[config.mk]
export PLATFORM = sky130hd
export DESIGN_NAME = alien_hit_decoder_flat
export DESIGN_NICKNAME = d
export VERILOG_FILES = /design/src/rtl/alien_hit_decoder_if.sv /design/src/rtl/alien_hit_decoder.sv /design/src/flat_wrapper.sv
export SDC_FILE = /design/constraint.sdc
export NUM_CORES = 1
export LEC_CHECK = 0
export ABC_AREA = 0
export CAP_MARGIN = 30
export CORE_AREA = 8 8 111 113
export CTS_CLUSTER_SIZE = 30
export DETAILED_ROUTE_END_ITERATION = 16
export DIE_AREA = 0 0 119 121
export PLACE_DENSITY = 0.79
export SLEW_MARGIN = 20
export SYNTH_ARGS = -nofsm -noshare
export SYNTH_HDL_FRONTEND = slang
export SYNTH_SLANG_ARGS = --single-unit
[constraint.sdc]
create_clock -name clk -period 4.63 [get_ports clk]
set_clock_uncertainty 0.05 [all_clocks]
set_input_delay 0.926 -clock clk [delete_from_list [all_inputs] [get_ports clk]]
set_output_delay 0.926 -clock clk [all_outputs]
set_load 0.02 [all_outputs]
[src/rtl/alien_hit_decoder_if.sv]
// ---------------------------------------------------------------------------
// alien_hit_decoder_if
// Bundles the frame/collision inputs and the kill/alive outputs of the alien
// hit decoder.
//   master : drives startOfFrame, newLevel, collision, shotX/Y,
//            alienMatrixTLX/Y; observes the decoder outputs.
//   slave  : the decoder side (inputs/outputs mirrored).
// Parameters ROWS/COLS must match the decoder instance.
// ---------------------------------------------------------------------------
interface alien_hit_decoder_if #(
  parameter int ROWS = 4,
  parameter int COLS = 8
);
  localparam int ROW_W = (ROWS > 1) ? $clog2(ROWS) : 1;
  localparam int COL_W = (COLS > 1) ? $clog2(COLS) : 1;
  localparam int CNT_W = $clog2(ROWS * COLS + 1);

  logic                   startOfFrame;
  logic                   newLevel;
  logic                   collision;
  logic [10:0]            shotX;
  logic [10:0]            shotY;
  logic [10:0]            alienMatrixTLX;
  logic [10:0]            alienMatrixTLY;
  logic [ROWS*COLS-1:0]   aliveMask;
  logic                   killPulse;
  logic [ROW_W-1:0]       killRow;
  logic [COL_W-1:0]       killCol;
  logic [10:0]            killMiddleX;
  logic [10:0]            killMiddleY;
  logic [CNT_W-1:0]       remaining;
  logic                   allDead;

  modport master (
    output startOfFrame, newLevel, collision, shotX, shotY,
           alienMatrixTLX, alienMatrixTLY,
    input  aliveMask, killPulse, killRow, killCol, killMiddleX, killMiddleY,
           remaining, allDead
  );

  modport slave (
    input  startOfFrame, newLevel, collision, shotX, shotY,
           alienMatrixTLX, alienMatrixTLY,
    output aliveMask, killPulse, killRow, killCol, killMiddleX, killMiddleY,
           remaining, allDead
  );
endinterface

[src/rtl/alien_hit_decoder.sv]
// ---------------------------------------------------------------------------
// alien_hit_decoder
// Maps a shot/alien collision pixel back to an alien matrix cell, clears that
// cell in the alive mask and emits a one-cycle kill strobe with the cell
// indices and its centre pixel. At most one kill is accepted per frame.
//
// Ports:
//   clk     : system clock
//   resetN  : asynchronous active-low reset
//   bus     : alien_hit_decoder_if.slave (frame/collision in, kill/alive out)
//
// Optional feature (macro HIT_MIDDLE_EN):
//   defined   : killMiddleX/Y computed and registered on each kill
//   undefined : killMiddleX/Y tied to 0, no centre adders
//
// Flow: IDLE -(collision)-> CALC -> CHECK -(hit live cell)-> KILL -> LOCKED
//       -(startOfFrame)-> IDLE. A miss in CHECK returns to IDLE so another
//       collision in the same frame is still accepted. newLevel overrides all.
// ---------------------------------------------------------------------------
module alien_hit_decoder #(
  parameter int ROWS      = 4,
  parameter int COLS      = 8,
  parameter int CELL_BITS = 5
) (
  input  logic                  clk,
  input  logic                  resetN,
  alien_hit_decoder_if.slave    bus
);

  localparam int N_CELLS    = ROWS * COLS;
  localparam int ROW_W      = (ROWS > 1) ? $clog2(ROWS) : 1;
  localparam int COL_W      = (COLS > 1) ? $clog2(COLS) : 1;
  localparam int IDX_W      = (N_CELLS > 1) ? $clog2(N_CELLS) : 1;
  localparam int CNT_W      = $clog2(N_CELLS + 1);
  localparam int CELL_IDX_W = 11 - CELL_BITS;   // width of |dx| >> CELL_BITS

  localparam logic [CELL_IDX_W-1:0] COLS_C = CELL_IDX_W'(COLS);
  localparam logic [CELL_IDX_W-1:0] ROWS_C = CELL_IDX_W'(ROWS);

  typedef enum logic [2:0] {
    S_IDLE,
    S_CALC,
    S_CHECK,
    S_KILL,
    S_LOCKED
  } state_t;

  state_t               r_state;
  state_t               w_next;

  logic [10:0]          r_shot_x;
  logic [10:0]          r_shot_y;
  logic [10:0]          r_tl_x;
  logic [10:0]          r_tl_y;
  logic [11:0]          r_dx;        // two's complement, bit 11 = sign
  logic [11:0]          r_dy;
  logic [N_CELLS-1:0]   r_alive;
  logic [CNT_W-1:0]     r_remaining;
  logic                 r_kill_pulse;
  logic [ROW_W-1:0]     r_kill_row;
  logic [COL_W-1:0]     r_kill_col;

  logic [CELL_IDX_W-1:0] w_dx_cell;
  logic [CELL_IDX_W-1:0] w_dy_cell;
  logic [COL_W-1:0]      w_col;
  logic [ROW_W-1:0]      w_row;
  logic [IDX_W-1:0]      w_idx;
  logic                  w_in_range;
  logic                  w_hit_alive;
  logic                  w_do_kill;

  // Cell decode from the registered offsets. Sign bits are excluded from the
  // range compare because a negative offset is already rejected on its own.
  assign w_dx_cell   = r_dx[10:CELL_BITS];
  assign w_dy_cell   = r_dy[10:CELL_BITS];
  assign w_col       = r_dx[CELL_BITS +: COL_W];
  assign w_row       = r_dy[CELL_BITS +: ROW_W];
  assign w_idx       = IDX_W'(w_row) * IDX_W'(COLS) + IDX_W'(w_col);
  assign w_in_range  = !r_dx[11] && !r_dy[11] &&
                       (w_dx_cell < COLS_C) && (w_dy_cell < ROWS_C);
  assign w_hit_alive = r_alive[w_idx];

  // newLevel in the KILL cycle discards the hit.
  assign w_do_kill   = (r_state == S_KILL) && !bus.newLevel;

  // ---------------------------------------------------------------------------
  // State register
  // ---------------------------------------------------------------------------
  // NOTE: sequential state uses non-blocking assignments so every register
  // samples pre-edge values, independent of process ordering.
  always_ff @(posedge clk or negedge resetN) begin
    if (!resetN) r_state <= S_IDLE;
    else         r_state <= w_next;
  end

  // ---------------------------------------------------------------------------
  // Next-state logic
  // ---------------------------------------------------------------------------
  always_comb begin
    // NOTE: default assigned first so no path leaves w_next unassigned,
    // which would otherwise infer a latch.
    w_next = r_state;
    unique case (r_state)
      S_IDLE:   if (bus.collision) w_next = S_CALC;
      S_CALC:   w_next = S_CHECK;
      S_CHECK:  w_next = (w_in_range && w_hit_alive) ? S_KILL : S_IDLE;
      S_KILL:   w_next = S_LOCKED;
      S_LOCKED: if (bus.startOfFrame) w_next = S_IDLE;
      default:  w_next = S_IDLE;
    endcase
    if (bus.newLevel) w_next = S_IDLE;
  end

  // ---------------------------------------------------------------------------
  // Datapath: latch, offset, alive mask, kill outputs
  // ---------------------------------------------------------------------------
  always_ff @(posedge clk or negedge resetN) begin
    if (!resetN) begin
      r_shot_x     <= '0;
      r_shot_y     <= '0;
      r_tl_x       <= '0;
      r_tl_y       <= '0;
      r_dx         <= '0;
      r_dy         <= '0;
      r_alive      <= '1;
      r_remaining  <= CNT_W'(N_CELLS);
      r_kill_pulse <= 1'b0;
      r_kill_row   <= '0;
      r_kill_col   <= '0;
    end else begin
      r_kill_pulse <= 1'b0;

      // Matrix position is captured with the shot so later TL motion in the
      // same frame does not skew the decode or the centre pixel.
      if (r_state == S_IDLE && bus.collision) begin
        r_shot_x <= bus.shotX;
        r_shot_y <= bus.shotY;
        r_tl_x   <= bus.alienMatrixTLX;
        r_tl_y   <= bus.alienMatrixTLY;
      end

      if (r_state == S_CALC) begin
        r_dx <= {1'b0, r_shot_x} - {1'b0, r_tl_x};
        r_dy <= {1'b0, r_shot_y} - {1'b0, r_tl_y};
      end

      if (bus.newLevel) begin
        r_alive     <= '1;
        r_remaining <= CNT_W'(N_CELLS);
      end else if (w_do_kill) begin
        // CHECK only enters KILL on a set bit, so remaining cannot underflow.
        r_alive[w_idx] <= 1'b0;
        r_remaining    <= r_remaining - CNT_W'(1);
        r_kill_pulse   <= 1'b1;
        r_kill_row     <= w_row;
        r_kill_col     <= w_col;
      end
    end
  end

`ifdef HIT_MIDDLE_EN
  localparam logic [10:0] HALF_CELL = 11'(1 << (CELL_BITS - 1));

  logic [10:0] r_mid_x;
  logic [10:0] r_mid_y;

  // Centre pixel wraps modulo 2^11; no saturation near the screen edge.
  always_ff @(posedge clk or negedge resetN) begin
    if (!resetN) begin
      r_mid_x <= '0;
      r_mid_y <= '0;
    end else if (w_do_kill) begin
      r_mid_x <= r_tl_x + (11'(w_col) << CELL_BITS) + HALF_CELL;
      r_mid_y <= r_tl_y + (11'(w_row) << CELL_BITS) + HALF_CELL;
    end
  end

  assign bus.killMiddleX = r_mid_x;
  assign bus.killMiddleY = r_mid_y;
`else
  assign bus.killMiddleX = '0;
  assign bus.killMiddleY = '0;
`endif

  assign bus.aliveMask = r_alive;
  assign bus.killPulse = r_kill_pulse;
  assign bus.killRow   = r_kill_row;
  assign bus.killCol   = r_kill_col;
  assign bus.remaining = r_remaining;
  assign bus.allDead   = (r_remaining == '0);

endmodule
[src/flat_wrapper.sv]
// flat-port wrapper written by rule: the top's interface ports become plain ports
module alien_hit_decoder_flat 
#(
  parameter int ROWS      = 4,
  parameter int COLS      = 8,
  parameter int CELL_BITS = 5
)
  (clk, resetN, bus_startOfFrame, bus_newLevel, bus_collision, bus_shotX, bus_shotY, bus_alienMatrixTLX, bus_alienMatrixTLY, bus_aliveMask, bus_killPulse, bus_killRow, bus_killCol, bus_killMiddleX, bus_killMiddleY, bus_remaining, bus_allDead);
  alien_hit_decoder_if #(.ROWS(ROWS), .COLS(COLS)) bus_i ();
  input  logic clk;
  input  logic resetN;
  input wire logic [$bits(bus_i.startOfFrame)-1:0] bus_startOfFrame;
  input wire logic [$bits(bus_i.newLevel)-1:0] bus_newLevel;
  input wire logic [$bits(bus_i.collision)-1:0] bus_collision;
  input wire logic [$bits(bus_i.shotX)-1:0] bus_shotX;
  input wire logic [$bits(bus_i.shotY)-1:0] bus_shotY;
  input wire logic [$bits(bus_i.alienMatrixTLX)-1:0] bus_alienMatrixTLX;
  input wire logic [$bits(bus_i.alienMatrixTLY)-1:0] bus_alienMatrixTLY;
  output wire logic [$bits(bus_i.aliveMask)-1:0] bus_aliveMask;
  output wire logic [$bits(bus_i.killPulse)-1:0] bus_killPulse;
  output wire logic [$bits(bus_i.killRow)-1:0] bus_killRow;
  output wire logic [$bits(bus_i.killCol)-1:0] bus_killCol;
  output wire logic [$bits(bus_i.killMiddleX)-1:0] bus_killMiddleX;
  output wire logic [$bits(bus_i.killMiddleY)-1:0] bus_killMiddleY;
  output wire logic [$bits(bus_i.remaining)-1:0] bus_remaining;
  output wire logic [$bits(bus_i.allDead)-1:0] bus_allDead;
  assign bus_i.startOfFrame = bus_startOfFrame;
  assign bus_i.newLevel = bus_newLevel;
  assign bus_i.collision = bus_collision;
  assign bus_i.shotX = bus_shotX;
  assign bus_i.shotY = bus_shotY;
  assign bus_i.alienMatrixTLX = bus_alienMatrixTLX;
  assign bus_i.alienMatrixTLY = bus_alienMatrixTLY;
  assign bus_aliveMask = bus_i.aliveMask;
  assign bus_killPulse = bus_i.killPulse;
  assign bus_killRow = bus_i.killRow;
  assign bus_killCol = bus_i.killCol;
  assign bus_killMiddleX = bus_i.killMiddleX;
  assign bus_killMiddleY = bus_i.killMiddleY;
  assign bus_remaining = bus_i.remaining;
  assign bus_allDead = bus_i.allDead;
  alien_hit_decoder #(.ROWS(ROWS), .COLS(COLS), .CELL_BITS(CELL_BITS)) u_core (.clk(clk), .resetN(resetN), .bus(bus_i));
endmodule
# Word level (Yosys, flattened, before mapping)
# Cells that the tools add are included.
[word_totals]
in_bits = 49
latch_bits = 0
mem_bits_ro = 0
register_bits = 115
ramBits = 0
wordCells = 59
mem_count = 0
[op_classes]
n_lt_le_gt_ge = 4
n_reduce_logical = 15
n_shift = 0
div = 0
bitwise_logic = 3
addsub = 4
eq_ne = 6
n_mul = 0
muxes = 15
[op_table]
columns = ["operator", "n"]
rows = [
  ["$mux 32", 2],
  ["$and 32x32->32", 1],
  ["$not 32->32", 1],
  ["$sub 11x11->12", 2],
  ["$pmux 3 s5", 1],
  ["$mux 6", 2],
  ["$mux 3", 3],
  ["$logic_and 1x1->1", 7],
  ["$eq 3x2->1 const B", 2],
  ["$logic_not 6->1", 1],
  ["$lt 5x6->1 const B", 1],
  ["$lt 6x3->1 const B", 1],
  ["$lt 6x4->1 const B", 1],
  ["$ne 3x3->1 const B", 2],
  ["$sub 6x1->6 const B", 1],
  ["$add 5x3->5", 1],
  ["$bmux 1 s5", 1],
  ["$demux 1 s5", 1],
  ["$ge 5x1->1 const B", 1],
  ["$mux 1", 4],
  ["$reduce_and 2->1", 2],
  ["$eq 3x1->1 const B", 1],
  ["$eq 3x3->1 const B", 1],
  ["$logic_not 1->1", 3],
  ["other kinds (4)", 4],
]

# Logic depth before layout (Yosys ltp)
# Gate-level depths: netlist of the first run.
[logic_depth]
depth_word = 9
ltp_mapped = 8

# Least setup slack after synthesis of the first run
# Ideal clock, no wire load.
[synth_timing]
path_type = "input to register"
from = "input port bus_collision"
to = "register u_core.r_shot_x[0]"
arrival_time_ns = 1.913
path_slack_ns = 2.543
setup_ns = 0.125
path_buffers = 2
path_stages = 4
cell_sequence = "nor4b_1 buf_2 buf_4 mux2_2"
[synth_between]
elab_chain_cells = 1
[synth_lines]
columns = ["element", "line_no", "text"]
rows = [
  ["start, declared", "flat_wrapper.sv:14", "input wire logic [$bits(bus_i.collision)-1:0] bus_collision;"],
  ["$logic_and 1x1->1", "alien_hit_decoder.sv:135", "if (r_state == S_IDLE && bus.collision) begin"],
  ["end signal, assigned", "alien_hit_decoder.sv:136", "r_shot_x <= bus.shotX;"],
  ["end, declared", "alien_hit_decoder.sv:51", "logic [10:0] r_shot_x;"],
]
# Every way passes these cells.
# A chain may end at the register's enable or synchronous reset.

# Final worst setup path of the first run
[layout_timing]
from = "register u_core.r_remaining[0], in the netlist u_core.bus.remaining[0]"
to = "output port bus_allDead"
[layout_between]
elab_chain_cells = 1
[layout_lines]
columns = ["element", "line_no", "text"]
rows = [
  ["start, declared", "alien_hit_decoder.sv:58", "logic [CNT_W-1:0] r_remaining;"],
  ["start signal, assigned", "alien_hit_decoder.sv:126", "r_remaining <= CNT_W'(N_CELLS);"],
  ["start signal, assigned", "alien_hit_decoder.sv:149", "r_remaining <= CNT_W'(N_CELLS);"],
  ["start signal, assigned", "alien_hit_decoder.sv:153", "r_remaining <= r_remaining - CNT_W'(1);"],
  ["$logic_not 6->1", "alien_hit_decoder.sv:190", "assign bus.allDead = (r_remaining == '0);"],
  ["end, declared", "flat_wrapper.sv:26", "output wire logic [$bits(bus_i.allDead)-1:0] bus_allDead;"],
]
# Every way passes these cells.

==> results of run 1 <==
==> where the power goes <==
group	total (mW)	internal (mW)	leakage, nW	switching (mW)
logic	0.716	0.341	1.34	0.375
clock network	0.503	0.195	0.0811	0.308
registers	1.23	1.06	1.24	0.174
total	2.45	1.60	2.66	0.857
==> kinds of logic after synthesis <==
| logic type | Yosys count | synth area share |
|---|---|---|
| AOI/OAI and AO/OA | 99 | 0.121 |
| xor gates and xnor gates | 12 | 0.0202 |
| adders and majority gates | 22 | 0.0530 |
| buffers and inverters | 73 | 0.0739 |
| DFF | 105 | 0.514 |
| muxes | 33 | 0.0908 |
| other | 1 | 0.000722 |
| and+or+nand+nor | 141 | 0.127 |
==> worst register-to-register path: cells and delay by family, from the launching register on <==
| kind | cells | cell delay [ns] |
|---|---|---|
| muxes | 1 | 0.68 |
| DFF | 1 | 0.85 |
| and+or+nand+nor | 1 | 0.12 |
| AOI/OAI and AO/OA | 4 | 0.46 |
==> sequential cells by signal, summed over array words and instances, names as in the netlist <==
name / count
u_core.bus.remaining: 6
u_core.bus.killPulse: 1
u_core.r_shot_y: 11
u_core.r_dx: 7
u_core.r_state: 3
u_core.r_tl_y: 11
u_core.r_tl_x: 11
u_core.bus.aliveMask: 32
u_core.bus.killCol: 3
u_core.r_dy: 7
u_core.r_shot_x: 11
u_core.bus.killRow: 2
==> Yosys cell counts, types with 5 or more instances <==
library cell  number  area share
a21oi_1           23       0.022
buf_2             10      0.0096
buf_4             24       0.035
clkbuf_1          10      0.0072
dfrtp_1           72        0.35
dfstp_2           33        0.17
ha_1              22       0.053
inv_1             27       0.020
mux2_2            24       0.052
mux4_2             5       0.022
nand2_1           59       0.043
nand2b_1           5      0.0060
nor2_1            32       0.023
nor2b_1            6      0.0072
nor3_1            12       0.012
o21ai_0           32       0.031
o22a_1            14       0.024
o31ai_1            6      0.0087
xnor2_1            5      0.0084
xor2_1             7       0.012
==> final cells by class <==
cell class / instances / share of cell area
Sequential cell: 105 / 0.424
Multi-Input combinational cell: 329 / 0.354
Timing Repair Buffer: 96 / 0.151
Tap cell: 140 / 0.0278
Clock buffer: 9 / 0.0197
Inverter: 28 / 0.0167
Clock inverter: 7 / 0.00715
==> per-stage QoR <==
stage	hold WS [ns]	power [mW]	cells	utilization	setup slack, ns
2_1_floorplan	0.399	1.77	507	-	2.54
3_3_place_gp	0.411	1.94	698	0.578	1.96
3_5_place_dp	0.421	1.97	698	0.578	1.90
4_1_cts	0.442	2.47	714	0.594	1.87
5_1_grt	0.468	2.62	714	0.594	1.83
6_report	0.436	2.45	714	0.594	1.90
==> how the worst min path moves through the flow <==
stage          slack, ns                         startpoint                                end  cells after the start
3_3_place_gp        0.41  u_core.bus.killCol[2]$_DFFE_PN0P_  u_core.bus.killCol[2]$_DFFE_PN0P_                      2
2_1_floorplan       0.40        u_core.r_dy[11]$_DFFE_PN0N_        u_core.r_dy[11]$_DFFE_PN0N_                      2
5_1_grt             0.47        u_core.r_dy[10]$_DFFE_PN0N_        u_core.r_dy[10]$_DFFE_PN0N_                      2
3_5_place_dp        0.42  u_core.bus.killRow[1]$_DFFE_PN0P_  u_core.bus.killRow[1]$_DFFE_PN0P_                      2
6_report            0.44  u_core.bus.killRow[1]$_DFFE_PN0P_  u_core.bus.killRow[1]$_DFFE_PN0P_                      2
4_1_cts             0.44        u_core.r_dy[10]$_DFFE_PN0N_        u_core.r_dy[10]$_DFFE_PN0N_                      2
==> cells in the final DEF, fill, tap and decap left out, types with 4 or more instances in the layout <==
| cell type | count |
|---|---|
| a21o_1 | 4 |
| a21oi_1 | 23 |
| a31oi_1 | 4 |
| and3_1 | 4 |
| buf_4 | 4 |
| clkbuf_8 | 9 |
| clkdlybuf4s50_1 | 92 |
| conb_1 | 22 |
| dfrtp_1 | 72 |
| dfstp_2 | 33 |
| ha_1 | 22 |
| inv_1 | 27 |
| mux2_2 | 24 |
| mux4_2 | 5 |
| nand2_1 | 59 |
| nand2b_1 | 5 |
| nor2_1 | 32 |
| nor2b_1 | 6 |
| nor3_1 | 12 |
| o211ai_1 | 4 |
| o21ai_0 | 32 |
| o22a_1 | 14 |
| o31ai_1 | 6 |
| xnor2_1 | 5 |
| xor2_1 | 7 |
==> routing by layer <==
layer  global-route usage  vias to the layer above  routed length, um  share of wire
met2                0.243                      141               4950           0.46
met3               0.0451                       10                854          0.079
li1                     -                     1807                  -              -
met1                0.198                     1795               4900           0.45
met4               0.0245                        2                106         0.0098
met5                    0                        -                 13         0.0012
==> flow_metrics.env, run 1 <==
export IMPL_outcome="completed"
export IMPL_r2r_end="u_core.r_state[1]$_DFFE_PN0P_"
export IMPL_antenna_found_initial=1
export IMPL_die_area_sq_um=14400
export IMPL_cts_buffers=9
export IMPL_timing_rr_start="u_core.r_dx[5]$_DFFE_PN0N_"
export IMPL_post_cts_buffers=0
export IMPL_synth_cell_area_sq_um=5190
export IMPL_path_max_fanout=4
export IMPL_drt_wl_total_um=10800
export IMPL_reg2reg_setup_slack_ns=2.35
export IMPL_drc=0
export IMPL_area_growth_pct=21.2
export IMPL_finalHoldViolCount=0
export IMPL_clock_sinks=105
export IMPL_fmax_mhz=367
export IMPL_final_nets=640
export IMPL_rows=38
export IMPL_syn_area_per_cell_sq_um=10.7
export IMPL_synth_seq_area_share=0.514
export IMPL_stdcell_area_sq_um=6300
export IMPL_diodes=0
export IMPL_timing_final_crit_share=0.589
export IMPL_holdCritPathClass="flop to flop"
export IMPL_grt_start_max_net_pins=71
export IMPL_synth_edf_count=0
export IMPL_hpwl_um=8060
export IMPL_synthArstFlopShare=1.00
export IMPL_setup_worst_path_start_class="flop"
export IMPL_cts_root_buf="clkbuf_8"
export IMPL_start_util=0.490
export IMPL_fp_coreArea_sq_um=10600
export IMPL_multi_input_area_sq_um=2230
export IMPL_p_leak_nw=2.66
export IMPL_critPathArrivalTime_ns=1.75
export IMPL_rsz0062_at_grt="no"
export IMPL_max_cap_viol_count=0
export IMPL_yosysUniqueCellTypes=49
export IMPL_vdd_drop_max_uv=222
export IMPL_gp_congestion=0.818
export IMPL_first_global_vias=3793
export IMPL_ctsHtreeMaxLevel=3
export IMPL_cts_tree="built"
export IMPL_vias_per_cell=5.26
export IMPL_slew_headroom=0.421
export IMPL_placed_area_sq_um=6130
export IMPL_cp_end_kind="output port"
export IMPL_critPathBufInv=2
export IMPL_hold_buffers=0
export IMPL_setup_viol=0
export IMPL_syn_inst=486
export IMPL_dieHeight_um=121
export IMPL_power_density_nw_per_um2=390
export IMPL_first_pass_iters=4
export IMPL_drive_above_1_share=0.159
export IMPL_synth_warnings=0
export IMPL_path_cells="inv_1 -> ha_1 -> and3_1 -> clkdlybuf4s50_1"
export IMPL_crit_start="u_core.bus.remaining[0]$_DFFE_PN0P_"
export IMPL_path_delay_family="buffers and inverters"
export IMPL_grt_ovfl_total=0
export IMPL_worst_path_max_delay_cell="clkdlybuf4s50_1"
export IMPL_slew_violations=0
export IMPL_numPortBuffers=93
export IMPL_grt_usage=0.150
export IMPL_crit_path_max_incr_delay_ns=0.60
export IMPL_tightest_slew_ns=0.869
export IMPL_pin_count=116
export IMPL_min_period_ns=2.73
export IMPL_antenna_left=0
export IMPL_fill_cells=859
export IMPL_insertion_delay_ns=0.35
export IMPL_path_clk_slew_ns=0.10
export IMPL_reg2reg_depth=6
export IMPL_die_x_um=119
export IMPL_detail_route_wl_per_cell_um=15.2
export IMPL_crit_end="bus_allDead"
export IMPL_clock_path_buffers=2
export IMPL_grt_pass1_wl_um=18300
export IMPL_crit_required_ns=3.65
export IMPL_drt_iter0_markers=170
export IMPL_vias=3755
export IMPL_regArea_sq_um=2670
export IMPL_synth_seq_cells=105
export IMPL_finalSetupTns_ns=0
export IMPL_crit_type="flop to output port"
export IMPL_synth_ff_type="dfrtp_1"
export IMPL_cp_depth=4
export IMPL_post_cts_resized=0
Power figures use the tool's default switching activity.
==> inputs of run 2 (changes only) <==
- CORE_AREA: 8 8 111 113 -> 8 8 116 118
- DIE_AREA: 0 0 119 121 -> 0 0 124 126
- PLACE_DENSITY: 0.79 -> 0.75
- clock period: 4.63 -> 2.5 ns (I/O delays scaled with it)
==> run 2 against run 1 <==
Net effect: utilization decreased by 4.0 points; wire length increased by 4.9%; combinational power increased by 94%; global-route usage decreased by 0.15 points; register-to-register slack got worse by 2.0 ns; critical path type unchanged; largest power group unchanged.
==> flow_metrics.env, run 2 (synthesis gave the netlist of run 1 again) <==
export IMPL_outcome="completed"
export IMPL_reg2reg_setup_slack_ns=0.32
export IMPL_path_cells="inv_1 -> ha_1 -> and3_1 -> clkdlybuf4s50_1"
export IMPL_final_common_cell="clkdlybuf4s50_1"
export IMPL_finalSetupTns_ns=0
export IMPL_finalHoldViolCount=0
export IMPL_fp_coreArea_sq_um=11700
export IMPL_crit_type="flop to output port"
export IMPL_timing_final_crit_share=0.905
export IMPL_cts_tree="built"
export IMPL_whs_ns=0.0509
export IMPL_dp_cells=710
export IMPL_drive_above_1_share=0.169
export IMPL_path_max_fanout=4
export IMPL_placed_area_sq_um=6200
export IMPL_crit_required_ns=1.95
export IMPL_post_cts_buffers=0
export IMPL_numPortBuffers=93
export IMPL_grt_pass1_wl_um=18900
export IMPL_grt_start_max_net_pins=66
export IMPL_rsz0062_at_grt="no"
export IMPL_worst_path_max_delay_cell="clkdlybuf4s50_1"
export IMPL_vdd_drop_max_uv=429
export IMPL_reg2reg_depth=6
export IMPL_antenna_left=0
export IMPL_grt_usage=0.149
export IMPL_diodes=0
export IMPL_grt_ovfl_total=0
export IMPL_drc=0
export IMPL_fill_cells=1034
export IMPL_ctsHtreeMaxLevel=3
export IMPL_drt_wl_total_um=11400
export IMPL_final_cells=726
export IMPL_fmax_mhz=442
export IMPL_r2r_end="u_core.r_state[1]$_DFFE_PN0P_"
export IMPL_slew_headroom=0.541
export IMPL_multi_input_area_sq_um=2230
export IMPL_cts_buffers=9
export IMPL_power_density_nw_per_um2=772
export IMPL_p_leak_nw=2.75
export IMPL_mostFrequentLayoutCells="clkdlybuf4s50_1 (92), dfrtp_1 (72), nand2_1 (59)"
export IMPL_largest_register_ffs=32
export IMPL_path_clk_slew_ns=0.07
export IMPL_crit_path_max_incr_delay_ns=0.60
export IMPL_rows=40
export IMPL_holdCritPathClass="input pin to async pin"
export IMPL_stdcell_area_sq_um=6480
export IMPL_start_util=0.444
export IMPL_pin_count=116
export IMPL_dieHeight_um=126
export IMPL_vias_per_cell=5.20
export IMPL_setup_viol=0
export IMPL_setup_worst_path_start_class="flop"
export IMPL_slew_violations=0
export IMPL_clock_path_buffers=2
export IMPL_detail_route_wl_per_cell_um=15.6
export IMPL_cts_root_buf="clkbuf_16"
export IMPL_hpwl_um=8580
export IMPL_insertion_delay_ns=0.34
export IMPL_drt_iter0_markers=310
export IMPL_first_pass_iters=4
export IMPL_die_x_um=124
export IMPL_tightest_slew_ns=0.689
export IMPL_gp_congestion=0.810
export IMPL_antenna_found_initial=0
export IMPL_clock_sinks=105
export IMPL_timing_rr_start="u_core.r_dx[5]$_DFFE_PN0N_"
export IMPL_final_nets=645
export IMPL_vias=3775
export IMPL_critPathArrivalTime_ns=1.71
export IMPL_hold_buffers=0
export IMPL_post_cts_resized=0
export IMPL_max_cap_viol_count=0
export IMPL_area_growth_pct=24.8
export IMPL_die_area_sq_um=15600
export IMPL_cp_end_kind="output port"
export IMPL_regArea_sq_um=2670
export IMPL_first_global_vias=3905
export IMPL_min_period_ns=2.26
==> run 2: through the flow <==
stage                util  setup slack (ns)  total power [mW]
floorplan               -             0.676              3.28
detailed placement  0.529             0.331              3.68
global placement    0.529             0.363              3.63
finish              0.554             0.237              5.00
CTS                 0.554             0.224              5.05
global route        0.554             0.117              5.36
==> run 2: worst max-delay path by stage <==
stage	slack, ns	start	depth (start not counted)	endpoint
after CTS	0.22	u_core.bus.remaining[0]$_DFFE_PN0P_	4	bus_allDead
after global routing	0.12	u_core.bus.remaining[0]$_DFFE_PN0P_	4	bus_allDead
after global placement	0.36	u_core.r_dx[5]$_DFFE_PN0N_	6	u_core.r_state[1]$_DFFE_PN0P_
after floorplan	0.68	u_core.r_shot_x[2]$_DFFE_PN0P_	7	u_core.r_dx[10]$_DFFE_PN0N_
after detailed placement	0.33	u_core.r_dx[5]$_DFFE_PN0N_	6	u_core.r_state[1]$_DFFE_PN0P_
final	0.24	u_core.bus.remaining[0]$_DFFE_PN0P_	4	bus_allDead
==> run 2: worst max-delay path, delay by kind of cell, from the launching register on <==
family        cells  cell delay [ns]
simple gates      1             0.13
flops             1             0.42
buf+inv           2             0.69
fa+ha+maj         1             0.14
==> run 2: area by class of cell <==
type                    count  share of cell area
inverters                  28              0.0162
well taps                 147              0.0284
multi-input cells         329               0.343
repair buffers            101               0.156
clock inverters             7             0.00945
clock buffers               9              0.0347
flip-flops and latches    105               0.412
==> run 2: report_power, final <==
part | internal, mW | total, mW | switching (mW)
Combinational | 0.659 | 1.39 | 0.727
Clock | 0.697 | 1.36 | 0.658
Sequential | 1.97 | 2.26 | 0.297
==> run 2: layer usage <==
metal | track usage | vias to the layer above | part of all wire
met1 | 0.192 | 1808 | 0.42
met5 | 0 | - | 0
met4 | 0.0497 | 0 | 0.012
met3 | 0.0335 | 10 | 0.083
met2 | 0.240 | 138 | 0.49
li1 | - | 1819 | -
==> inputs of run 3 (changes only) <==
- CORE_AREA: 8 8 116 118 -> 8 8 141 143
- DIE_AREA: 0 0 124 126 -> 0 0 149 151
- PLACE_DENSITY: 0.75 -> not set
==> run 3 against run 2 <==
Net effect: clock power is essentially flat; die area grew 44%; critical path depth is the same; non-clock buffer count grew 3; sequential power is essentially flat; setup slack lost 0.067 ns; via count shrank 0.93%; first-iteration DRC count shrank 51%; final cell count grew 12%; fmax shrank 2.9%; power grew 1.0%; register-to-register slack lost 0.04 ns; largest power group unchanged.
==> flow_metrics.env, run 3 (synthesis gave the netlist of run 1 again) <==
export IMPL_critPathBufInv=2
export IMPL_power_density_nw_per_um2=763
export IMPL_outcome="completed"
export IMPL_rsz0062_at_grt="no"
export IMPL_stdcell_area_sq_um=6630
export IMPL_dp_slack_ns=0.235
export IMPL_drt_wl_total_um=12400
export IMPL_p_leak_nw=2.77
export IMPL_post_cts_buffers=0
export IMPL_cp_end_kind="output port"
export IMPL_met1_length_um=5200
export IMPL_cts_tree="built"
export IMPL_vias_per_cell=4.61
export IMPL_fp_coreArea_sq_um=17700
export IMPL_holdCritPathClass="flop to flop"
export IMPL_crit_required_ns=1.95
export IMPL_insertion_delay_ns=0.35
export IMPL_first_global_vias=3997
export IMPL_tightest_slew_ns=0.699
export IMPL_vias=3740
export IMPL_max_cap_viol_count=0
export IMPL_ctsHtreeMaxLevel=3
export IMPL_final_common_cell="clkdlybuf4s50_1"
export IMPL_slew_violations=0
export IMPL_gp_congestion=0.793
export IMPL_drt_iter0_markers=151
export IMPL_path_cells="inv_1 -> ha_1 -> and3_1 -> clkdlybuf4s50_1"
export IMPL_final_cells=811
export IMPL_numPortBuffers=93
export IMPL_diodes=0
export IMPL_wl_met3_um=830
export IMPL_reg2reg_setup_slack_ns=0.28
export IMPL_path_clk_slew_ns=0.07
export IMPL_timing_rr_start="u_core.r_dx[5]$_DFFE_PN0N_"
export IMPL_crit_path_max_incr_delay_ns=0.60
export IMPL_first_pass_iters=4
export IMPL_crit_type="flop to output port"
export IMPL_crit_start="u_core.bus.remaining[0]$_DFFE_PN0P_"
export IMPL_whs_path_depth=2
export IMPL_antenna_left=0
export IMPL_worstHoldStart="u_core.bus.killCol[1]$_DFFE_PN0P_"
export IMPL_fin_ws_ns=0.170
export IMPL_holdPathEnd="u_core.bus.killCol[1]$_DFFE_PN0P_"
export IMPL_min_period_ns=2.33
export IMPL_drive_above_1_share=0.170
export IMPL_dieHeight_um=151
export IMPL_vdd_drop_max_uv=428
export IMPL_die_area_sq_um=22500
export IMPL_pin_count=116
export IMPL_finalSetupTns_ns=0
export IMPL_antenna_found_initial=0
export IMPL_reg2reg_depth=6
export IMPL_slew_headroom=0.534
export IMPL_dr_wl_met2_um=6150
export IMPL_clock_path_buffers=2
export IMPL_rows=49
export IMPL_die_x_um=149
export IMPL_finalPower_mw=5.06
export IMPL_critPathArrivalTime_ns=1.78
export IMPL_placed_area_sq_um=6320
export IMPL_largest_register_ffs=32
export IMPL_area_growth_pct=27.5
export IMPL_clock_sinks=105
export IMPL_hpwl_um=9390
export IMPL_setup_worst_path_start_class="flop"
export IMPL_dp_cells=794
export IMPL_detail_route_wl_per_cell_um=15.3
export IMPL_mostFrequentLayoutCells="clkdlybuf4s50_1 (92), dfrtp_1 (72), nand2_1 (59)"
export IMPL_cts_root_buf="clkbuf_16"
export IMPL_top_layer="met4"
export IMPL_setup_viol=0
export IMPL_final_nets=648
export IMPL_path_delay_family="buffers and inverters"
export IMPL_finalHoldViolCount=0
export IMPL_worst_path_max_delay_cell="clkdlybuf4s50_1"
export IMPL_timing_final_crit_share=0.932
export IMPL_start_util=0.294
export IMPL_cts_buffers=9
export IMPL_path_max_fanout=4
export IMPL_grt_start_max_net_pins=53
export IMPL_fmax_mhz=429
export IMPL_drc=0
export IMPL_r2r_end="u_core.r_state[1]$_DFFE_PN0P_"
export IMPL_grt_ovfl_total=0
export IMPL_grt_usage=0.114
export IMPL_grt_pass1_wl_um=20400
[run 3: cell count changes in the layout (fill, tap and decap cells not counted)]
cell,before,now
inv_4,0,1
clkbuf_1,0,1
dlygate4sd3_1,0,1
clkbuf_8,0,1
inv_8,2,0
clkinv_2,1,0
clkbuf_16,9,10
inv_6,2,1
buf_4,7,9
[run 3: where the power goes]
group	switching, mW	leakage (nW)	internal (mW)
clock	0.622	0.145	0.770
sequential	0.324	1.24	1.97
combinational	0.711	1.39	0.663
total	1.66	2.77	3.40
[run 3: how the worst max path moves through the flow]
stage	depth (start not counted)	to
final	4	bus_allDead
after global routing	4	bus_allDead
after CTS	4	bus_allDead
after detailed placement	6	u_core.r_state[1]$_DFFE_PN0P_
after global placement	6	u_core.r_state[1]$_DFFE_PN0P_
after floorplan	7	u_core.r_dx[10]$_DFFE_PN0N_
[run 3: cell type report]
class / count / area, sq um
clock buffers: 12 / 268
multi-input cells: 329 / 2230
fillers: 1720 / 11000
inverters: 28 / 105
clock inverters: 4 / 31.3
repair buffers: 104 / 1040
flip-flops and latches: 105 / 2670
well taps: 229 / 287
[run 3: what timing repair did]
action                                 4_1_cts  5_1_grt
endpoints found under the hold margin       11        0
hold buffers                                 1        0
resized for setup                            0        0
[run 3: metrics by stage]
step / hold WS (ns) / utilization
after floorplan: 0.154 / -
after CTS: 0.433 / 0.375
after global placement: 0.345 / 0.358
after global routing: 0.464 / 0.375
final: 0.428 / 0.375
after detailed placement: 0.346 / 0.358
[run 3: worst min-delay path: stages, from the launching register on]
cell and delay [ns]:
dfrtp_1 0.35, nand2_1 0.05, nand2_1 0.05
[run 3: layer usage]
layer | GRT usage | vias up
met5 | 0 | -
met4 | 0.0374 | 0
met3 | 0.0326 | 15
met2 | 0.191 | 109
met1 | 0.137 | 1798
li1 | - | 1818
